`config.mk`:
```
export PLATFORM = sky130hd
export DESIGN_NAME = boot_loader_flat
export DESIGN_NICKNAME = d
export VERILOG_FILES = /design/src/rtl/boot_loader_if.sv /design/src/rtl/boot_loader.sv /design/src/flat_wrapper.sv
export SDC_FILE = /design/constraint.sdc
export NUM_CORES = 1
export LEC_CHECK = 0
export ABC_AREA = 1
export BUFFER_PORTS_ARGS = -buffer_cell sky130_fd_sc_hd__buf_2
export CORE_AREA = 2 2 92 94
export DETAILED_ROUTE_END_ITERATION = 16
export DIE_AREA = 0 0 94 96
export SYNTH_ARGS = -nofsm -noshare
export SYNTH_HDL_FRONTEND = slang
export SYNTH_SLANG_ARGS = --single-unit
```
`constraint.sdc`:
```
create_clock -name clk -period 2.14 [get_ports clk]
set_clock_uncertainty 0.15 [all_clocks]
set_input_delay 0.321 -clock clk [delete_from_list [all_inputs] [get_ports clk]]
set_output_delay 0.321 -clock clk [all_outputs]
set_load 0.01 [all_outputs]
```
`src/rtl/boot_loader_if.sv`:
```
// boot_loader_if: boot ROM read port and main RAM write port driven by the boot copy sequencer.
interface boot_loader_if #(
  parameter int RAM_AW = 12
);
  logic              rom_cs;
  logic              rom_we;
  logic [3:0]        rom_addr;
  logic [15:0]       rom_data;
  logic              ram_cs;
  logic              ram_we;
  logic [RAM_AW-1:0] ram_addr;
  logic [15:0]       ram_wdata;
  logic              ram_ready;

  modport master (
    output rom_cs, rom_we, rom_addr,
    input  rom_data,
    output ram_cs, ram_we, ram_addr, ram_wdata,
    input  ram_ready
  );

  modport slave (
    input  rom_cs, rom_we, rom_addr,
    output rom_data,
    input  ram_cs, ram_we, ram_addr, ram_wdata,
    output ram_ready
  );
endinterface

```
`src/rtl/boot_loader.sv`:
```
// boot_loader: copies WORDS boot ROM words into main RAM at BASE, keeps a
// 16-bit running checksum and holds the CPU in reset until the copy is done.
// Every output is a register; the next values are formed in one comb block.
module boot_loader #(
  parameter int WORDS      = 16,
  parameter int RAM_AW     = 12,
  parameter int BASE       = 0,
  parameter int AUTO_START = 1
) (
  input  logic          clk,
  input  logic          rst_n,
  input  logic          start,
  boot_loader_if.master bus,
  output logic          cpu_hold,
  output logic          busy,
  output logic          done,
  output logic [15:0]   checksum
);
  localparam logic [3:0]        LAST   = 4'(WORDS - 1);
  localparam logic [RAM_AW-1:0] BASE_A = RAM_AW'(BASE);

  typedef enum logic [2:0] {S_IDLE, S_READ, S_CAPT, S_WRITE, S_DONE} state_t;

  state_t            state, state_n;
  logic [3:0]        idx, idx_n;
  logic [15:0]       sum_n, wdata_n;
  logic              hold_n, busy_n, done_n;
  logic              rom_cs_n, ram_cs_n;
  logic [3:0]        rom_addr_n;
  logic [RAM_AW-1:0] ram_addr_n;

  // The ROM is only ever read.
  assign bus.rom_we = 1'b0;

  // State, index and all registered outputs; reset returns everything to idle values.
  always_ff @(posedge clk or negedge rst_n) begin
    if (!rst_n) begin
      state         <= S_IDLE;
      idx           <= '0;
      checksum      <= '0;
      cpu_hold      <= 1'b1;
      busy          <= 1'b0;
      done          <= 1'b0;
      bus.rom_cs    <= 1'b0;
      bus.rom_addr  <= '0;
      bus.ram_cs    <= 1'b0;
      bus.ram_we    <= 1'b0;
      bus.ram_addr  <= '0;
      bus.ram_wdata <= '0;
    end else begin
      state         <= state_n;
      idx           <= idx_n;
      checksum      <= sum_n;
      cpu_hold      <= hold_n;
      busy          <= busy_n;
      done          <= done_n;
      bus.rom_cs    <= rom_cs_n;
      bus.rom_addr  <= rom_addr_n;
      bus.ram_cs    <= ram_cs_n;
      bus.ram_we    <= ram_cs_n;
      bus.ram_addr  <= ram_addr_n;
      bus.ram_wdata <= wdata_n;
    end
  end

  // Next state and next register values; bus strobes are decoded from the next state.
  always_comb begin
    state_n = state;
    idx_n   = idx;
    sum_n   = checksum;
    wdata_n = bus.ram_wdata;
    hold_n  = cpu_hold;
    busy_n  = busy;
    done_n  = done;
    case (state)
      S_IDLE: begin
        if (AUTO_START != 0 || start) begin
          state_n = S_READ;
          idx_n   = '0;
          sum_n   = '0;
          busy_n  = 1'b1;
        end
      end
      S_READ: state_n = S_CAPT;
      S_CAPT: begin
        wdata_n = bus.rom_data;
        sum_n   = checksum + bus.rom_data;
        state_n = S_WRITE;
      end
      S_WRITE: begin
        if (bus.ram_ready) begin
          if (idx == LAST) begin
            state_n = S_DONE;
            busy_n  = 1'b0;
            done_n  = 1'b1;
            hold_n  = 1'b0;
          end else begin
            idx_n   = idx + 4'd1;
            state_n = S_READ;
          end
        end
      end
      S_DONE: begin
        if (start) begin
          state_n = S_READ;
          idx_n   = '0;
          sum_n   = '0;
          done_n  = 1'b0;
          hold_n  = 1'b1;
          busy_n  = 1'b1;
        end
      end
      default: state_n = S_IDLE;
    endcase
    rom_cs_n   = (state_n == S_READ) || (state_n == S_CAPT);
    ram_cs_n   = (state_n == S_WRITE);
    rom_addr_n = (state_n == S_READ) ? idx_n : bus.rom_addr;
    ram_addr_n = (state_n == S_WRITE) ? BASE_A + RAM_AW'(idx_n) : bus.ram_addr;
  end
endmodule

```
`src/flat_wrapper.sv`:
```
// flat-port wrapper written by rule: the top's interface ports become plain ports
module boot_loader_flat 
#(
  parameter int WORDS      = 16,
  parameter int RAM_AW     = 12,
  parameter int BASE       = 0,
  parameter int AUTO_START = 1
)
  (clk, rst_n, start, cpu_hold, busy, done, checksum, bus_rom_cs, bus_rom_we, bus_rom_addr, bus_rom_data, bus_ram_cs, bus_ram_we, bus_ram_addr, bus_ram_wdata, bus_ram_ready);
  boot_loader_if #(.RAM_AW(RAM_AW)) bus_i ();
  input  logic clk;
  input  logic rst_n;
  input  logic start;
  output logic cpu_hold;
  output logic busy;
  output logic done;
  output logic [15:0] checksum;
  output wire logic [$bits(bus_i.rom_cs)-1:0] bus_rom_cs;
  output wire logic [$bits(bus_i.rom_we)-1:0] bus_rom_we;
  output wire logic [$bits(bus_i.rom_addr)-1:0] bus_rom_addr;
  input wire logic [$bits(bus_i.rom_data)-1:0] bus_rom_data;
  output wire logic [$bits(bus_i.ram_cs)-1:0] bus_ram_cs;
  output wire logic [$bits(bus_i.ram_we)-1:0] bus_ram_we;
  output wire logic [$bits(bus_i.ram_addr)-1:0] bus_ram_addr;
  output wire logic [$bits(bus_i.ram_wdata)-1:0] bus_ram_wdata;
  input wire logic [$bits(bus_i.ram_ready)-1:0] bus_ram_ready;
  assign bus_rom_cs = bus_i.rom_cs;
  assign bus_rom_we = bus_i.rom_we;
  assign bus_rom_addr = bus_i.rom_addr;
  assign bus_i.rom_data = bus_rom_data;
  assign bus_ram_cs = bus_i.ram_cs;
  assign bus_ram_we = bus_i.ram_we;
  assign bus_ram_addr = bus_i.ram_addr;
  assign bus_ram_wdata = bus_i.ram_wdata;
  assign bus_i.ram_ready = bus_ram_ready;
  boot_loader #(.WORDS(WORDS), .RAM_AW(RAM_AW), .BASE(BASE), .AUTO_START(AUTO_START)) u_core (.clk(clk), .rst_n(rst_n), .start(start), .bus(bus_i), .cpu_hold(cpu_hold), .busy(busy), .done(done), .checksum(checksum));
endmodule
```
; Word level (Yosys, flattened, before mapping)
; Index checks and enable logic that the tools add are counted.
[totals]
ff_bits = 52
input_bits = 20
out_inout_bits = 55
elab_cells = 51
[classes]
n_addsub = 2
n_eq_ne = 11
n_mux = 19
reduce_logical = 8
[ops]
columns = op, count
row1 = 16-bit one-hot mux with 3 select lines, 1
row2 = 16-bit adder, 1
row3 = 16-bit two-way mux, 1
row4 = 3-bit one-hot mux with 5 select lines, 1
row5 = "3-bit by 2-bit == test with 1-bit output, second input constant", 4
row6 = 4-bit two-way mux, 3
row7 = 4-bit one-hot mux with 3 select lines, 1
row8 = 3-bit two-way mux, 3
row9 = 4-bit AND reduction, 2
row10 = "3-bit by 1-bit == test with 1-bit output, second input constant", 2
row11 = 1-bit two-way mux, 6
row12 = 3-bit nonzero test, 2
row13 = "4-bit by 1-bit adder with 4-bit output, second input constant", 1
row14 = "4-bit == test, second input constant", 1
row15 = "2-bit inequality test, second input constant", 2
row16 = 1-bit one-hot mux with 2 select lines, 2
row17 = "3-bit == test, second input constant", 1
row18 = 3-bit logical NOT, 1
row19 = 1-bit one-hot mux with 3 select lines, 1
row20 = "2-bit by 1-bit inequality test with 1-bit output, second input constant", 1
row21 = 2-bit AND reduction, 1
row22 = 2-bit nonzero test, 1
row23 = 1-bit logical OR, 1

; Longest topological paths before layout
; Gate-level depths: netlist (run 1).
[logic_depth]
depth_word = 6
ltp_mapped = 11
ltp_nobuf = 11

; Least setup slack after synthesis (run 1)
; Ideal clock, no wire load.
[synth_path]
path_type = reg2reg
from = register u_core.checksum[0]
to = register u_core.checksum[12]
setup_time_ps = 117
t_arrival_ps = 1543
t_required_ps = 1873
path_slack_ps = 330
path_stages_with_launch = 12
n_path_buf = 0
synth_period_minus_slack_ps = 1810
cell_sequence = dfrtp_1 ha_1 inv_1 fa_1 inv_1 nand3_1 nand3_1 nand3_1 nand3_1 nand2_1 nand3_1 nand2_1
[synth_between]
elab_chain_len = 2
[synth_rtl]
columns = item, line_no
row1 = start: declaration, boot_loader.sv:17  ; output logic [15:0] checksum
row2 = start signal: assignment, boot_loader.sv:53  ; checksum <= sum_n;
row3 = 16-bit adder, boot_loader.sv:87  ; sum_n = checksum + bus.rom_data;
row4 = 16-bit one-hot mux with 3 select lines, boot_loader.sv:75  ; case (state)
; Every way passes these cells.
; A chain may end at the register's enable or synchronous reset.

; Final worst setup path (run 1)
; Same ends and word-level chain as after synthesis.

==> results of run 1 <==
-- area by class of cell --
| cell class | instances | area, µm² | area share (%) |
|---|---|---|---|
| Inverter | 62 | 240.2 | 6.566 |
| Clock inverter | 3 | 25.02 | 0.6840 |
| Tap cell | 105 | 131.4 | 3.591 |
| Clock buffer | 5 | 68.82 | 1.881 |
| Timing Repair Buffer | 68 | 362.8 | 9.918 |
| Sequential cell | 52 | 1303 | 35.60 |
| Multi-Input combinational cell | 301 | 1528 | 41.76 |
-- cells in the mapped netlist --
library cell,instances,area (µm²)
nand2_2,2,12.51
nor2_1,18,67.56
a22o_1,1,8.760
inv_1,54,202.7
nand3b_1,2,15.01
o22ai_2,1,12.51
or2_2,1,6.260
o21a_1,1,7.510
and2_1,1,6.260
nand2_1,174,653.1
fa_1,1,20.02
nor3_1,4,20.02
buf_4,11,82.58
a21oi_1,12,60.06
xnor2_1,2,17.52
o21ai_2,3,26.28
o21ai_4,1,16.27
inv_6,1,8.760
o21ai_0,12,60.06
inv_2,6,22.52
nor2_4,2,22.52
inv_4,1,6.260
nand2_8,1,20.02
nand3_1,22,110.1
buf_2,4,20.02
nand4_1,1,6.260
o31ai_1,2,15.01
nand2_4,5,56.30
conb_1,1,3.750
o22ai_1,1,6.260
dfstp_2,1,26.28
nand3_2,2,20.02
xor2_1,2,17.52
ha_1,16,200.2
o21ai_1,2,10.01
dfrtp_1,51,1276
-- critical path, stage by stage (launching register included) --
cell	delay, ps
dfrtp_1	380
ha_1	160
inv_1	50
fa_1	380
inv_1	110
nand3_1	80
nand3_1	140
nand3_1	120
nand3_1	80
nand2_1	50
nand3_1	60
nand2_1	50
-- repair_timing --
item                                    4_1_cts  5_1_grt
resized for setup                             0        0
hold buffers                                  1        0
endpoints found under the setup margin        0        0
hold endpoints to repair                     51        0
-- metrics by stage --
step	instances	util (%)
floorplan	430	-
global placement	587	44.15
detailed placement	587	44.15
CTS	596	45.44
global route	596	45.44
finish	596	45.44
-- registers in the layout, indices dropped and copies added, names as in the netlist --
name and count:
u_core.checksum 16, u_core.bus.rom_addr 4, u_core.cpu_hold 1, u_core.idx 4, u_core.done 1, u_core.bus.ram_addr 4
u_core.busy 1, u_core.state 3, u_core.bus.rom_cs 1, u_core.bus.ram_cs 1, u_core.bus.ram_wdata 16
-- cells by family after synthesis --
kind of cell,Yosys count
and+or+nand+nor,235
buffers and inverters,77
DFF,52
AOI/OAI and AO/OA,36
adders and majority gates,17
xor gates and xnor gates,4
other,1
-- power by group through the flow --
stage	sequential [mW]	clock [mW]	combinational, mW
CTS	1.70	0.630	3.01
global placement	1.70	0	2.95
finish	1.69	0.610	2.97
floorplan	1.86	0	1.97
detailed placement	1.71	0	3.01
global route	1.75	0.665	3.45
-- routing by layer --
layer	global-route usage [%]	vias up	share of wire [%]	wire, µm
li1	-	1420	-	-
met3	3.054	8	6.4	444
met4	5.556	0	1.8	129
met1	22.08	1272	45	3121
met2	29.23	84	47	3279
met5	0	-	0	0
-- path summary, 6_finish.rpt --
check,endpoint,slack (ps)
worst max register to register,u_core.checksum[12],240
max in group asynchronous,u_core.cpu_hold,1150
worst min-delay path,u_core.bus.ram_wdata[11],80
worst max-delay path,u_core.checksum[12],240
worst min register to register,u_core.cpu_hold,320
min in group asynchronous,u_core.checksum[3],370
==> reports/results.ini, run 1 <==
[status]
status = finished, final reports clean

[setup_path]
r2r_start = u_core.checksum[0]
reg2reg_depth = 11
path_max_fanout = 3
cp.arrival_ps = 1970
critPathRequiredTime_ps = 2210
cp-end-kind = flip-flop
worst-setup-path-type = reg2reg
critPathLaunch = u_core.checksum[0]
startpoint_type = flip-flop

[finish]
most-common-layout-cells = 174 x nand2_1, 65 x buf_2, 54 x inv_1, 51 x dfrtp_1, 22 x nand3_1
postLayoutCellArea_um2 = 3659
areaGrowthSynthToFinish_pct = 16.40
num-nets-final = 527
final_common_cell = nand2_1
fillCellCount = 845
layout-drive-gt1-share_pct = 20.77
num_antenna_cells = 0

[routing]
wl_per_cell_um = 11.70
finalWirelength_um = 6974
dr_total_vias = 2784
ant_nets = 0
first_pass_iters = 4
route.detailed.vias_per_inst = 4.671
drc = 0
drtIter0Drc = 144

[timing]
max_freq_ghz = 0.5258
fin_crit_sh_pct = 88.88
rsz0062_at_grt = false
holdWs_ps = 77.28
finalHoldViolations = 0
period_needed_ps = 1902
tns_ps = 0
setup_ws_ps = 238.1
setup_viol = 0
maxSlewViolCount = 0

[power]
seqPwrFrac_pct = 32.1
p_switching_mw = 2.532
clockPowerShare_pct = 11.6
intPower_mw = 2.739
switching_share_pct = 48.04
power.leakage_nw = 2.162
powerDensity_nw_per_um2 = 1441
max-vdd-ir-drop_v = 0.0006167
finalPower_mw = 5.270
combinationalPowerShare_pct = 56.3

[clocking]
cts_tree = done
cts_root_buf = clkbuf_8
cts-htree-levels = 2
post-cts-setup-buffer-count = 0
clk_pin_slew_ps = 110
cts_sinks = 52
numCtsBuffers = 5
clk_latency_ps = 310
cts_buffer_depth = 2

[die]
initial_utilization_pct = 39.04
core-area_um2 = 8051
io-pin-count = 75
row_count = 33
die_area_um2 = 9024
die_h_um = 96
die_w_um = 94

[yosys]
yosys_warnings = 0
syn_area_um2 = 3143
synth_compound_area_share_pct = 7.086
synthAdderAreaFrac_pct = 7.006
synthCells = 422
synth-xor-area-share_pct = 1.115
seq_area_frac_synth_pct = 41.44
yosysUniqueCellTypes = 36
synth_seq_cells = 52
synth.area.mux_share_pct = 0
synthSimpleGateAreaFrac_pct = 32.32
syn_avg_cell_area_um2 = 7.448
synth_top_family_by_area = simple AND/OR/NAND/NOR gates

[global_routing]
grt_max_degree = 53
grt_pass1_wl_um = 12280
grt_pass1_vias = 2747
grtUsageTotal_pct = 17.12
gr-total-overflow = 0
grt_antenna_before_repair = 0

[flow_run]
cap_violations = 0

[place]
post-dp-hpwl_um = 5270
pre_cts_slack_ps = 198.5
numPortBuffers = 65
place_congestion = 0.8304
place_area_um2 = 3555

[hold_path]
hold_path.class = in2reg
hold_start = bus_rom_data[11]
hold_depth = 3

No activity file was read; power rests on OpenSTA's default activity.
==> run 2, diff against run 1 <==
- clock period: 2.14 -> 2.38 ns (I/O delays scaled with it)
==> run 2 against run 1 <==
Register-to-register slack improved by 230 ps. Core utilization about the same. Count of clock-buffer cells in the layout unchanged. Sequential cell count unchanged. First-iteration DRC count decreased by 39%. Sequential power decreased by 10%. Largest power group unchanged. Routed wire length increased by 1.6%.
==> reports/results.ini, run 2 (same netlist as run 1, synthesis figures left out) <==
[finish]
seqCellArea_um2 = 1303  ; unchanged
fillCellCount = 834  ; -1.3%
postLayoutCellArea_um2 = 3655  ; -0.10%
finalNonFillerCells = 597  ; +0.17%
num-nets-final = 528  ; +0.19%
areaGrowthSynthToFinish_pct = 16.28
most-common-layout-cells = 174 x nand2_1, 65 x buf_2, 54 x inv_1, 51 x dfrtp_1, 22 x nand3_1
multi_input_area_um2 = 1528  ; unchanged
layout_top_registers = u_core.bus.ram_wdata x16, u_core.checksum x16
num_antenna_cells = 0  ; unchanged
layout-drive-gt1-share_pct = 20.93  ; +0.16 points
final_common_cell = nand2_1

[timing]
setup_ws_ps = 469.6  ; +231.5 ps
fin_crit_sh_pct = 80.27  ; -8.6 points
finalHoldViolations = 0  ; unchanged
setup_viol = 0  ; unchanged
max_freq_ghz = 0.5234  ; -0.44%
rsz0062_at_grt = false
period_needed_ps = 1910  ; +8.465 ps
tns_ps = 0  ; unchanged
maxSlewViolCount = 0  ; unchanged

[clocking]
cts_tree = done
cts_buffer_depth = 2  ; unchanged
numCtsBuffers = 5  ; unchanged
cts-htree-levels = 2  ; unchanged
cts_root_buf = clkbuf_8
cts_sinks = 52  ; unchanged
clk_pin_slew_ps = 100  ; about the same
clk_latency_ps = 310  ; about the same

[routing]
wl_per_cell_um = 11.87  ; +1.4%
route.detailed.vias_per_inst = 4.585  ; -1.9%
ant_nets = 0  ; unchanged
finalWirelength_um = 7085  ; +1.6%
dr_total_vias = 2737  ; -1.7%
first_pass_iters = 4  ; unchanged
drc = 0  ; unchanged
drtIter0Drc = 88  ; -39%

[die]
row_count = 33  ; unchanged
die_area_um2 = 9024  ; unchanged
die_h_um = 96  ; unchanged
core-area_um2 = 8051  ; unchanged
io-pin-count = 75  ; unchanged
die_w_um = 94  ; unchanged
initial_utilization_pct = 39.04  ; unchanged

[setup_path]
path_max_fanout = 3  ; unchanged
critPathRequiredTime_ps = 2450  ; +240 ps
startpoint_type = flip-flop
cp-end-kind = flip-flop
cp.arrival_ps = 1980  ; about the same
worst-setup-path-type = reg2reg

[global_routing]
use_met1_pct = 22.75  ; +0.67 points
grtUsageTotal_pct = 17.71  ; +0.59 points
grt_antenna_before_repair = 0  ; unchanged
grt_pass1_wl_um = 12650  ; +3.0%
gr-total-overflow = 0  ; unchanged
grt_max_degree = 25  ; -53%
grt_util_met3_pct = 2.584  ; -0.47 points
busiest_layer = met2
globalRouteMet2Util_pct = 30.65  ; +1.4 points
grt_pass1_vias = 2786  ; +1.4%

[place]
dpl.cell_count = 588  ; +0.17%
place_area_um2 = 3550  ; -0.14%
place_congestion = 0.8353  ; +0.59%
pre_cts_slack_ps = 399.1  ; +200.5 ps
post-dp-hpwl_um = 5517  ; +4.7%
numPortBuffers = 65  ; unchanged

[power]
max-vdd-ir-drop_v = 0.0004642  ; -25%
power.leakage_nw = 2.167  ; +0.19%
powerDensity_nw_per_um2 = 1298  ; -9.9%

[status]
status = finished, final reports clean

[hold_path]
hold_path.class = in2reg

[flow_run]
cap_violations = 0  ; unchanged

[run 2: cell types whose count changed in the layout (fill, tap and decap cells not counted), sizes merged]
cell      change
buf           +1
clkinv        +1
clkinvlp      -1
[run 2: worst max-delay path: stages (launching register included)]
cell and delay [ps]:
dfrtp_1 380, ha_1 170, inv_1 50, fa_1 380
inv_1 110, nand3_1 80, nand3_1 140, nand3_1 120
nand3_1 80, nand2_1 50, nand3_1 60, nand2_1 50
[run 2: what timing repair did]
action                    CTS  global route
setup buffers               0             0
hold endpoints to repair   17             0
resized for setup           0             0
hold buffers                1             0
[run 2: metal layers]
| layer | vias up | part of all wire (%) |
|---|---|---|
| met3 | 8 | 4.2 |
| met5 | - | 0 |
| met1 | 1242 | 47 |
| met2 | 65 | 47 |
| li1 | 1422 | - |
| met4 | 0 | 1.9 |
[run 2: where the power goes]
group	switching [mW]	internal, mW	total, mW
registers	0.250	1.27	1.52
logic	1.71	0.973	2.68
clock network	0.327	0.217	0.544
[run 2: per-stage QoR]
stage                     utilization, %  hold slack [ps]  power [mW]
after floorplan                        -           -88.59       3.448
after global placement             44.09            176.7       4.182
after detailed placement           44.09            173.1       4.249
after CTS                          45.39            94.45       4.812
after global routing               45.39            100.1       5.286
final                              45.39            107.4       4.746
[run 2: path summary, 6_finish.rpt]
path	from	end	slack, ps	depth (start not counted)
hold / removal	bus_rom_data[2]	u_core.bus.ram_wdata[2]	110	3
max in group asynchronous	rst_n	u_core.cpu_hold	1080	3
min in group asynchronous	rst_n	u_core.checksum[9]	350	2
setup reg to reg	u_core.checksum[0]	u_core.checksum[12]	470	11
setup / recovery	u_core.checksum[0]	u_core.checksum[12]	470	11
hold reg to reg	u_core.bus.ram_wdata[6]	u_core.bus.ram_wdata[6]	320	2
[run 2: area by class of cell]
| class | count | share of cell area [%] |
|---|---|---|
| clock buffers | 5 | 1.883 |
| inverters | 62 | 6.573 |
| multi-input cells | 301 | 41.80 |
| well taps | 105 | 3.595 |
| clock inverters | 3 | 0.7189 |
| repair buffers | 69 | 9.791 |
| flip-flops and latches | 52 | 35.64 |
==> run 3, diff against run 2 <==
- ABC_AREA: 1 -> 0
- CORE_AREA: 2 2 92 94 -> 2 2 88 90
- DIE_AREA: 0 0 94 96 -> 0 0 90 92
- clock period: 2.38 -> 1.74 ns (I/O delays scaled with it)
==> run 3 against run 2 <==
The flow now finishes with violations (negative setup slack). Global-route usage shrank 0.14 points. Synthesized cell count decreased by 29%. Die area decreased by 8.2%. Power rose by 57%. Critical path depth is 1 lower. Sequential share of layout area is 4.6 points lower. Hold slack lost 100 ps. Non-clock buffer count is 68 higher. Via count decreased by 6.8%. Area after synthesis down 8.7%. Register-to-register slack worse by 950 ps. Critical path type unchanged. Critical endpoint is now u_core.checksum[14]. Largest power group unchanged.
==> reports/results.ini, run 3 <==
[yosys]
synthTopCellsByArea = dfrtp_1 44%, nand2_1 9.7%, ha_1 7.0%
synthSimpleGateAreaFrac_pct = 17.48  ; -15 points
synthAdderAreaFrac_pct = 7.672  ; +0.67 points
synth_compound_area_share_pct = 17.96  ; +11 points
syn_avg_cell_area_um2 = 9.568  ; +28%
async_reset_ff_share_pct = 100.0  ; unchanged
yosysUniqueCellTypes = 56  ; +56%
yosys_warnings = 0  ; unchanged
synth.top_cells.by_count = 74 x nand2_1, 51 x dfrtp_1, 18 x o21ai_0
synthCells = 300  ; -29%
seq_area_frac_synth_pct = 45.38  ; +3.9 points
yosys.area.top_type = dfrtp_1
synth_edf_count = 0  ; unchanged
synth_seq_cells = 52  ; unchanged
synth.area.mux_share_pct = 2.703  ; +2.7 points
synth_most_common_cell = nand2_1
synth-main-ff-cell = dfrtp_1
synth_top_family_by_area = compound AO/OA/AOI/OAI gates
synth-xor-area-share_pct = 2.746  ; +1.6 points
synth_top_cell_area_share_pct = 44.46  ; +3.9 points
syn_area_um2 = 2870  ; -8.7%

[clocking]
cts-htree-levels = 2  ; unchanged
cts_buffer_depth = 2  ; unchanged
numCtsBuffers = 5  ; unchanged
cts_root_buf = clkbuf_8
clk_latency_ps = 320  ; about the same
clk_pin_slew_ps = 110  ; about the same
cts_sinks = 52  ; unchanged
cts_tree = done

[timing]
setup_viol = 13  ; +13
fin_crit_sh_pct = 127.4  ; +47 points
period_needed_ps = 2218  ; +307.2 ps
finalHoldViolations = 0  ; unchanged
max_freq_ghz = 0.4509  ; -14%
rsz0062_at_grt = true
maxSlewViolCount = 0  ; unchanged
setup_ws_ps = -477.6  ; -947.2 ps

[place]
place_area_um2 = 3864  ; +8.8%
dpl.cell_count = 520  ; -12%
numPortBuffers = 65  ; unchanged
post-dp-hpwl_um = 5235  ; -5.1%
place_congestion = 0.8046  ; -3.7%

[finish]
areaGrowthSynthToFinish_pct = 46.73
layout_top_registers = u_core.bus.ram_wdata x16, u_core.checksum x16
num-nets-final = 469  ; -11%
final_common_cell = nand2_1
layout-drive-gt1-share_pct = 47.11  ; +26 points
finalNonFillerCells = 535  ; -10%
num_antenna_cells = 0  ; unchanged
postLayoutCellArea_um2 = 4212  ; +15%
most-common-layout-cells = 72 x nand2_1, 65 x buf_2, 62 x buf_4, 48 x dfrtp_1, 12 x o21ai_0

[setup_path]
slowest_delay_ps = 400  ; +20 ps
startpoint_type = flip-flop
r2r-end = u_core.checksum[14]
reg2reg_depth = 10  ; -1
crit_cells = 10  ; -1
r2r_start = u_core.checksum[0]
cp-end-kind = flip-flop
critPathRequiredTime_ps = 1780  ; -670 ps
path_max_fanout = 3  ; unchanged
path_buf_inv = 1  ; -1
critPathTopFamily = compound AO/OA/AOI/OAI gates
worst-r2r-setup-slack_ps = -480  ; -950 ps
worstPathCellList = ha_4, inv_2, fa_2, nand2b_4, a21oi_4, o21ai_2, a21o_1, a21oi_2, mux2i_1, o311ai_1
cp.arrival_ps = 2260  ; +280 ps
worst-setup-path-type = reg2reg
crit_slowest_cell = dfrtp_1

[hold_path]
hold_start = bus_rom_data[8]
hold_path.class = in2reg
hold_depth = 3  ; unchanged
whs_endpoint = u_core.bus.ram_wdata[8]

[power]
max-vdd-ir-drop_v = 0.0009086  ; +96%
powerDensity_nw_per_um2 = 1765  ; +36%
power.leakage_nw = 2.102  ; -3.0%
finalPower_mw = 7.433  ; +57%

[die]
core-area_um2 = 7447  ; -7.5%
die_w_um = 90  ; -4.3%
initial_utilization_pct = 38.54  ; -0.49 points
row_count = 32  ; -3.0%
die_area_um2 = 8280  ; -8.2%
io-pin-count = 75  ; unchanged
die_h_um = 92  ; -4.2%

[routing]
dr_total_vias = 2551  ; -6.8%
route.met3.wl_um = 262  ; -11%
ant_nets = 0  ; unchanged
top_layer = met4
met2_length_um = 3431  ; +3.7%
drc = 0  ; unchanged
wl_per_cell_um = 13.08  ; +10%
drtIter0Drc = 111  ; +26%
finalWirelength_um = 6998  ; -1.2%
first_pass_iters = 6  ; +2
wl_met1_um = 3244  ; -3.0%
route.detailed.vias_per_inst = 4.768  ; +4.0%

[status]
status = finished, violations left
violations = negative setup slack

[global_routing]
grtUsageTotal_pct = 17.57  ; -0.14 points
grt_antenna_before_repair = 0  ; unchanged
grt_max_degree = 20  ; -20%
gr-total-overflow = 0  ; unchanged
grt_pass1_vias = 2599  ; -6.7%
grt_pass1_wl_um = 11950  ; -5.6%

[flow_run]
cap_violations = 0  ; unchanged

[run 3: cell count changes in the layout (fill, tap and decap cells not counted), sizes merged, moves of 4 or more]
cell    before  now
a21o         0    8
a31oi        0    6
buf         68  135
inv         64   10
mux2         0    5
nand2      182   75
nand2b       0    8
nand3       24    3
nor2        20   12
o21ai       18   27
xor2         2    6
[run 3: through the flow]
| step | hold WS (ps) | setup TNS [ps] | utilization (%) | setup slack (ps) |
|---|---|---|---|---|
| finish | 7.725 | -3576 | 56.55 | -477.6 |
| global route | 22.34 | -4937 | 56.55 | -604.9 |
| CTS | 3.416 | -3321 | 55.43 | -460.1 |
| detailed placement | 94.44 | -3959 | 51.88 | -517.4 |
| global placement | 105.1 | -3707 | 51.88 | -473.9 |
| floorplan | -184.6 | -2362 | - | -499.5 |
[run 3: where the power goes]
part           total (mW)  switching [mW]  internal (mW)  leakage (nW)
clock network       0.770           0.465          0.305        0.0511
registers            2.02           0.317           1.70         0.644
logic                4.65            2.25           2.40          1.41
total                7.43            3.03           4.41          2.10
[run 3: repair_timing]
action                                  4_1_cts  5_1_grt
buffers inserted                              3        4
hold buffers                                  2        0
hold endpoints to repair                     16        0
endpoints found under the setup margin       15       17
gates resized for setup                      26       14
pin swaps                                    21       18
[run 3: kinds of logic (layout without fill, tap and decap cells)]
group                      after synthesis  after routing
adders and majority gates               17             17
buffers and inverters                   27            152
DFF                                     52             52
AOI/OAI and AO/OA                       75             75
and+or+nand+nor                        113            113
xor gates and xnor gates                 9              9
other                                    1              9
muxes                                    6              6
[run 3: area by class of cell]
type	count	area, µm²
clock buffers	5	68.82
clock inverters	3	28.78
fillers	716	3236
inverters	7	26.28
multi-input cells	229	1727
flip-flops and latches	52	1306
well taps	102	127.6
repair buffers	137	927.1
[run 3: worst max path at each step]
stage / from / end
3_3_place_gp: bus_rom_data[0] / u_core.checksum[14]
3_5_place_dp: bus_rom_data[0] / u_core.checksum[14]
5_1_grt: u_core.checksum[0] / u_core.checksum[14]
2_1_floorplan: u_core.checksum[0] / u_core.checksum[14]
4_1_cts: u_core.checksum[0] / u_core.checksum[14]
6_report: u_core.checksum[0] / u_core.checksum[14]
[run 3: layer usage]
| metal | up-vias | track usage (%) |
|---|---|---|
| met2 | 53 | 30.89 |
| met5 | - | 0 |
| met1 | 1202 | 22.85 |
| met3 | 7 | 2.958 |
| met4 | 0 | 3.718 |
| li1 | 1289 | - |
[run 3: worst min-delay path, delay by kind of cell]
| kind | cells | cell delay [ps] |
|---|---|---|
| buffers and inverters | 1 | 100 |
| and+or+nand+nor | 2 | 90 |
